`config.mk`:
```
export PLATFORM = sky130hd
export DESIGN_NAME = pcpu_fetch
export DESIGN_NICKNAME = d
export VERILOG_FILES = /design/src/rtl/pcpu_defs.sv /design/src/rtl/pcpu_fetch_perf.sv /design/src/rtl/pcpu_fetch.sv
export SDC_FILE = /design/constraint.sdc
export NUM_CORES = 1
export LEC_CHECK = 0
export ABC_AREA = 0
export CORE_ASPECT_RATIO = 1.1
export CORE_MARGIN = 3
export CORE_UTILIZATION = 49
export CTS_BUF_LIST = sky130_fd_sc_hd__clkbuf_2 sky130_fd_sc_hd__clkbuf_4 sky130_fd_sc_hd__clkbuf_8
export DETAILED_ROUTE_END_ITERATION = 7
export GPL_ROUTABILITY_DRIVEN = 0
export PLACE_DENSITY = 0.95
export SLEW_MARGIN = 40
export SYNTH_ARGS = -nofsm -noshare
export SYNTH_HDL_FRONTEND = slang
export SYNTH_HIERARCHICAL = 1
export SYNTH_SLANG_ARGS = --single-unit
```
`constraint.sdc`:
```
create_clock -name clock -period 2.7 [get_ports clock]
set_input_delay 0.54 -clock clock [delete_from_list [all_inputs] [get_ports clock]]
set_output_delay 0.54 -clock clock [all_outputs]
set_load 0.02 [all_outputs]
```
`src/rtl/pcpu_defs.sv`:
```
// Shared definitions for the pcpu pipeline: opcodes, the NOP word, fetch FSM
// state encodings and default address/instruction widths.
package pcpu_defs;

  localparam int AW_DEF = 8;
  localparam int IW_DEF = 16;

  localparam logic [4:0] OP_NOP   = 5'b00000;
  localparam logic [4:0] OP_HALT  = 5'b00001;
  localparam logic [4:0] OP_LOAD  = 5'b00010;
  localparam logic [4:0] OP_STORE = 5'b00011;
  localparam logic [4:0] OP_JUMP  = 5'b11000;
  localparam logic [4:0] OP_JMPR  = 5'b11001;
  localparam logic [4:0] OP_BZ    = 5'b11010;
  localparam logic [4:0] OP_BNZ   = 5'b11011;
  localparam logic [4:0] OP_BN    = 5'b11100;
  localparam logic [4:0] OP_BNN   = 5'b11101;
  localparam logic [4:0] OP_BC    = 5'b11110;
  localparam logic [4:0] OP_BNC   = 5'b11111;

  localparam logic [15:0] NOP_WORD = 16'h0000;

  localparam logic [1:0] ST_IDLE = 2'd0;
  localparam logic [1:0] ST_EXEC = 2'd1;
  localparam logic [1:0] ST_HALT = 2'd2;

  function automatic logic is_halt(input logic [4:0] opcode);
    return opcode == OP_HALT;
  endfunction

endpackage

```
`src/rtl/pcpu_fetch_perf.sv`:
```
// Saturating fetch/bubble event counters for the pcpu fetch stage (FETCH_PERF_EN builds only).
module pcpu_fetch_perf (
  input  logic        clock,
  input  logic        reset,
  input  logic        clear_i,
  input  logic        fetch_inc_i,
  input  logic        bubble_inc_i,
  output logic [15:0] fetch_cnt_o,
  output logic [15:0] bubble_cnt_o
);

  logic [15:0] fetch_q, fetch_d;
  logic [15:0] bubble_q, bubble_d;

  always_comb begin
    fetch_d  = fetch_q;
    bubble_d = bubble_q;
    if (clear_i) begin
      fetch_d  = '0;
      bubble_d = '0;
    end else begin
      if (fetch_inc_i && fetch_q != 16'hFFFF)
        fetch_d = fetch_q + 16'd1;
      if (bubble_inc_i && bubble_q != 16'hFFFF)
        bubble_d = bubble_q + 16'd1;
    end
  end

  always_ff @(posedge clock or negedge reset) begin
    if (!reset) begin
      fetch_q  <= '0;
      bubble_q <= '0;
    end else begin
      fetch_q  <= fetch_d;
      bubble_q <= bubble_d;
    end
  end

  assign fetch_cnt_o  = fetch_q;
  assign bubble_cnt_o = bubble_q;

endmodule

```
`src/rtl/pcpu_fetch.sv`:
```
// pcpu instruction-fetch stage: PC, IF/ID register and IDLE/EXEC/HALT run control.
// Optional FETCH_PERF_EN adds fetch_cnt/bubble_cnt performance counter ports.
module pcpu_fetch
  import pcpu_defs::*;
#(
  parameter int            AW     = AW_DEF,
  parameter int            IW     = IW_DEF,
  parameter logic [AW-1:0] RST_PC = '0
) (
  input  logic          clock,
  input  logic          reset,
  input  logic          enable,
  input  logic          start,
  output logic [AW-1:0] i_addr,
  input  logic [IW-1:0] i_datain,
  input  logic          stall,
  input  logic          branch_taken,
  input  logic [AW-1:0] branch_addr,
  output logic [IW-1:0] id_ir,
  output logic [AW-1:0] id_pc,
  output logic          running,
  output logic          halted
`ifdef FETCH_PERF_EN
  ,
  output logic [15:0]   fetch_cnt,
  output logic [15:0]   bubble_cnt
`endif
);

  logic [1:0]    state_q, state_d;
  logic [AW-1:0] pc_q, pc_d;
  logic [IW-1:0] ir_q, ir_d;
  logic [AW-1:0] idpc_q, idpc_d;

  // NOTE: every next-state signal gets a hold default first so no path through
  // the case leaves it unassigned and infers a latch.
  always_comb begin
    state_d = state_q;
    pc_d    = pc_q;
    ir_d    = ir_q;
    idpc_d  = idpc_q;
    case (state_q)
      ST_IDLE: begin
        ir_d = IW'(NOP_WORD);
        if (enable && start) begin
          state_d = ST_EXEC;
          pc_d    = RST_PC;
        end
      end
      ST_EXEC: begin
        if (!enable) begin
          state_d = ST_IDLE;
          ir_d    = IW'(NOP_WORD);
        end else if (branch_taken) begin
          pc_d = branch_addr;
          ir_d = IW'(NOP_WORD);
        end else if (!stall) begin
          ir_d   = i_datain;
          idpc_d = pc_q;
          // A fetched HALT freezes the PC on its own address.
          if (is_halt(i_datain[IW-1 -: 5]))
            state_d = ST_HALT;
          else
            pc_d = pc_q + AW'(1);
        end
      end
      ST_HALT: begin
        if (!enable) begin
          state_d = ST_IDLE;
          ir_d    = IW'(NOP_WORD);
        end else if (branch_taken) begin
          state_d = ST_EXEC;
          pc_d    = branch_addr;
          ir_d    = IW'(NOP_WORD);
        end else if (!stall) begin
          ir_d = IW'(NOP_WORD);
        end
      end
      default: begin
        state_d = ST_IDLE;
        ir_d    = IW'(NOP_WORD);
      end
    endcase
  end

  // NOTE: sequential state uses non-blocking assignments so all registers
  // update from the same pre-edge values.
  always_ff @(posedge clock or negedge reset) begin
    if (!reset) begin
      state_q <= ST_IDLE;
      pc_q    <= RST_PC;
      ir_q    <= IW'(NOP_WORD);
      idpc_q  <= '0;
    end else begin
      state_q <= state_d;
      pc_q    <= pc_d;
      ir_q    <= ir_d;
      idpc_q  <= idpc_d;
    end
  end

  assign i_addr  = pc_q;
  assign id_ir   = ir_q;
  assign id_pc   = idpc_q;
  assign running = (state_q == ST_EXEC);
  assign halted  = (state_q == ST_HALT);

`ifdef FETCH_PERF_EN
  logic perf_clear, perf_fetch, perf_bubble;

  always_comb begin
    perf_clear  = (state_q == ST_IDLE) && enable && start;
    perf_fetch  = (state_q == ST_EXEC) && enable && !branch_taken && !stall;
    perf_bubble = ((state_q == ST_EXEC) || (state_q == ST_HALT)) && enable &&
                  (stall || branch_taken);
  end

  pcpu_fetch_perf u_perf (
    .clock        (clock),
    .reset        (reset),
    .clear_i      (perf_clear),
    .fetch_inc_i  (perf_fetch),
    .bubble_inc_i (perf_bubble),
    .fetch_cnt_o  (fetch_cnt),
    .bubble_cnt_o (bubble_cnt)
  );
`endif

endmodule

```
# Word level (Yosys, flattened, before mapping)
# Index checks and enable logic that the tools add are counted.
totals:
  regBits: 34
  inputBits: 30
  elab_cells: 52
classes:
  n_addsub: 1
  n_eq_ne: 15
  muxes: 23
  bitwise: 2
  reduce_logical: 7
ops:
  columns: ["operator", "count"]
  rows:
  - ["$mux 16", 6]
  - ["$mux 8", 7]
  - ["$pmux 16 s2", 1]
  - ["$pmux 8 s3", 1]
  - ["$ne 3x3->1 const B", 5]
  - ["$mux 2", 7]
  - ["$add 8x1->8 const B", 1]
  - ["$ne 2x2->1 const B", 4]
  - ["$ne 4x4->1 const B", 2]
  - ["$reduce_and 7->1", 1]
  - ["$pmux 2 s3", 1]
  - ["$eq 5x1->1 const B", 1]
  - ["$reduce_and 5->1", 1]
  - ["$reduce_and 4->1", 1]
  - ["$ne 3x2->1 const B", 1]
  - ["$reduce_bool 3->1", 1]
  - ["$eq 2x1->1 const B", 1]
  - ["$eq 2x2->1 const B", 1]
  - ["$logic_not 2->1", 1]
  - ["$not 1->1", 2]
  - ["$reduce_and 2->1", 1]
  - ["$logic_and 1x1->1", 1]

# Depth between registers and ports, before layout
logic_depth:
  depth_word: 6
  depth_mapped: 7
  depth_no_buf: 6

# Least setup slack after synthesis
# OpenSTA, ideal clock, no wires.
synth_timing:
  path_type: "register to register"
  start: "register state_q[1]"
  end: "register idpc_q[4] (netlist: id_pc[4])"
  arrival_time_ns: 1.808
  required_ns: 2.575
  slack_ns: 0.768
  stages_incl_launch_ff: 7
  n_path_buf: 1
  synth_period_minus_slack_ns: 1.932
  path_cell_list: "dfrtp_1 inv_1 ha_1 nand2_1 nor3_2 buf_4 mux2_2"
synth_between:
  elab_chain_len: 2
synth_lines:
  columns: ["element", "line", "rtl"]
  rows:
  - ["from (decl)", "pcpu_fetch.sv:30", "logic [1:0] state_q, state_d;"]
  - ["from (signal assigned)", "pcpu_fetch.sv:95", "state_q <= state_d;"]
  - ["$eq 2x1->1", null, null]
  - ["net running", "pcpu_fetch.sv:21", "output logic running,"]
  - ["$reduce_and 4->1 (no line)", null, null]
  - ["to (signal assigned)", "pcpu_fetch.sv:98", "idpc_q <= idpc_d;"]
  - ["to (decl)", "pcpu_fetch.sv:33", "logic [AW-1:0] idpc_q, idpc_d;"]
# The timed path passes the listed nets, and every way through them passes these cells.
# A chain may end at the register's enable or synchronous reset.

# Final worst setup path
layout_timing:
  start: "register state_q[1]"
  end: "output port running"
layout_between:
  elab_chain_len: 1
layout_lines:
  columns: ["element", "line", "rtl"]
  rows:
  - ["$eq 2x1->1", "pcpu_fetch.sv:105", "assign running = (state_q == ST_EXEC);"]
  - ["to (decl)", "pcpu_fetch.sv:21", null]
# Every way passes these cells.

==> flow_metrics.py <==
metrics = {
    "sta": {
        "timing.setup.tns_ps": 0,
        "period_needed_ps": 2390,
        "worst_pin_slew_ps": 491.7,
        "setup_viol": 0,
        "rsz0062_at_grt": "no",
        "period_share_pct": 88.51,
        "fin_ws_ps": 310.2,
        "max_freq_mhz": 418.5,
        "maxSlewHeadroom_pct": 67.22,
        "fin_skew_ps": 7.612,
        "maxSlewViolCount": 0,
        "hold_viol_final": 0,
    },
    "global_routing": {
        "grt_max_degree": 35,
        "grt_antenna_before_repair": 0,
        "grt_pass1_wl_um": 7272,
        "grt_overflow": 0,
        "grt_pass1_vias": 1453,
        "grtUsageTotal_pct": 24.06,
    },
    "die": {
        "ios": 64,
        "design.die.area_sq_mm": 0.004174,
        "die_h_um": 67.47,
        "coreArea_sq_mm": 0.003153,
        "rows": 21,
        "fp.dieW_um": 61.88,
        "start_util_pct": 53.37,
    },
    "power": {
        "leakagePower_nw": 1.047,
        "p_per_area_mw_per_mm2": 891.3,
        "max-vdd-ir-drop_mv": 0.5065,
        "power_mw": 2.139,
    },
    "clock_tree": {
        "cts_tree": "built",
        "clkLatencyLatePin_ps": 330,
        "cts_resized": 0,
        "clkSlewWorstSetupHoldPaths_ps": 100,
        "holdBufCountCts": 0,
        "cts_setup_buffers": 0,
        "htree_num_levels": 2,
        "cts_made_buffers": 5,
        "clockBufferDepth": 2,
        "clock-sinks": 34,
        "cts-root-buf": "clkbuf_4",
    },
    "synthesis": {
        "syn_area_sq_mm": 0.001683,
        "ys_seq_area_share_pct": 50.56,
        "ys.flop_type": "dfrtp_1",
        "yosys_warnings": 6,
        "ys_seq_elements": 34,
        "avgSynthCellArea_sq_um": 11.94,
        "synth_cells": 141,
        "yosys.area.top_type": "dfrtp_1",
        "syn-num-nets": 176,
        "synth.area.top_cells": "dfrtp_1, a22o_1, mux2_2",
        "yosys.cell_types.count": 39,
        "netlist.area_leader.share_pct": 50.56,
        "async_flop_share_pct": 100.0,
        "synth-edff-count": 0,
    },
    "finish": {
        "nets": 245,
        "design_area_sq_mm": 0.002400,
        "fillers": 207,
        "final_common_cell": "clkdlybuf4s50_1",
        "antenna_cells": 0,
        "area_delta_synth_final_pct": 42.60,
        "drive_gt1_share_pct": 12.38,
        "fin_util_pct": 76.11,
        "final_cell_mix": "clkdlybuf4s50_1, dfrtp_1, a22o_1",
    },
    "worst_setup_path": {
        "arrival_ps": 1850,
        "crit_family": "buffers and inverters",
        "worstSetupStartpointType": "flip-flop",
        "required_ps": 2160,
        "cp_slowest_stage_delay_ps": 660,
        "cp_num_buf_inv": 2,
        "critPathLaunch": "state_q[1]",
        "crit_chain": "inv_1 -> ha_1 -> clkdlybuf4s50_1",
        "crit_path_end_kind": "output pin",
        "slowest_stage": "clkdlybuf4s50_1",
        "crit_fanout": 9,
        "worstSetupPathType": "reg2out",
        "r2r-start": "state_q[1]",
    },
    "placed_design": {
        "place_ws_ps": 338.2,
        "dp_hpwl_um": 3566,
        "portBuffers": 63,
        "place_area_sq_mm": 0.002352,
    },
    "route": {
        "viasPerCell": 6.066,
        "wl_met3_um": 335,
        "wl_met2_um": 2462,
        "wl_um": 4671,
        "ant_nets": 0,
        "wl_met1_um": 1787,
        "wl_per_cell_um": 19.14,
        "dr.pass1.iters": 4,
        "vias": 1480,
        "remaining_drc_errors": 0,
        "drt_iter0_drc": 109,
        "top_layer": "met4",
    },
    "flow_run": {
        "cap_viol_max_count": 0,
    },
    "hold_path": {
        "hold_class": "reg2reg",
        "hp-start": "id_pc[0]",
    },
    "status": {
        "status": "finished, final reports clean",
    },
}
path summary, 6_finish.rpt:
| check | end | slack [ps] | cells after the start |
|---|---|---|---|
| worst max-delay path | running | 310 | 3 |
| worst min-delay path | id_pc[0] | 510 | 1 |
| worst max register to register | i_addr[6] | 710 | 6 |
| worst min register to register | id_pc[0] | 510 | 1 |
| max in group asynchronous | id_pc[6] | 1800 | 2 |
| min in group asynchronous | id_pc[2] | 600 | 2 |
metrics by stage:
| step | hold WS (ps) | std cells |
|---|---|---|
| floorplan | 244.4 | 141 |
| global placement | 486.9 | 237 |
| detailed placement | 493.4 | 237 |
| CTS | 520.1 | 244 |
| global route | 537.4 | 244 |
| finish | 513.7 | 244 |
flip-flops by register name, summed over array words and instances (netlist names):
register,count
i_addr,8
id_ir,16
state_q,2
id_pc,8
worst reg2reg max path: stages (launching register included):
cell	delay [ps]
dfrtp_1	420
inv_1	80
ha_1	290
o21ba_1	250
or4_4	450
a211oi_1	260
a211oi_1	120
routing by layer:
metal	up-vias	GRT usage, %
li1	685	-
met1	714	27.51
met2	72	42.41
met3	9	5.163
met4	0	10.08
met5	-	0
Yosys cell counts (3+ instances only):
| library cell | instances |
|---|---|
| a211oi_1 | 4 |
| a21oi_1 | 5 |
| a22o_1 | 18 |
| buf_2 | 3 |
| dfrtp_1 | 34 |
| ha_1 | 5 |
| inv_1 | 5 |
| mux2_2 | 9 |
| nand2_1 | 4 |
| nand3_1 | 5 |
| nor2_1 | 4 |
| nor2b_1 | 3 |
| o21ai_0 | 5 |
| o2bb2ai_1 | 5 |
power breakdown:
group	switching (mW)	internal [mW]
Clock	0.168	0.0936
Sequential	0.148	0.637
Combinational	0.563	0.531
Total	0.878	1.26
layout make-up:
| cell class | count | area (sq um) | share of cell area, % |
|---|---|---|---|
| well taps | 34 | 42.54 | 1.773 |
| inverters | 5 | 18.77 | 0.7821 |
| repair buffers | 67 | 660.6 | 27.53 |
| flip-flops and latches | 34 | 850.8 | 35.45 |
| multi-input cells | 97 | 779.5 | 32.48 |
| clock buffers | 5 | 37.54 | 1.564 |
| clock inverters | 2 | 10.01 | 0.4171 |
kinds of logic after synthesis:
logic type                 Yosys count  share of synthesized area [%]
buffers and inverters               10                          3.123
AOI/OAI and AO/OA                   53                          24.68
muxes                                9                          6.022
xor gates and xnor gates             2                          1.041
DFF                                 34                          50.56
adders and majority gates            5                          3.717
and+or+nand+nor                     28                          10.85
No activity file was read; power rests on OpenSTA's default activity.
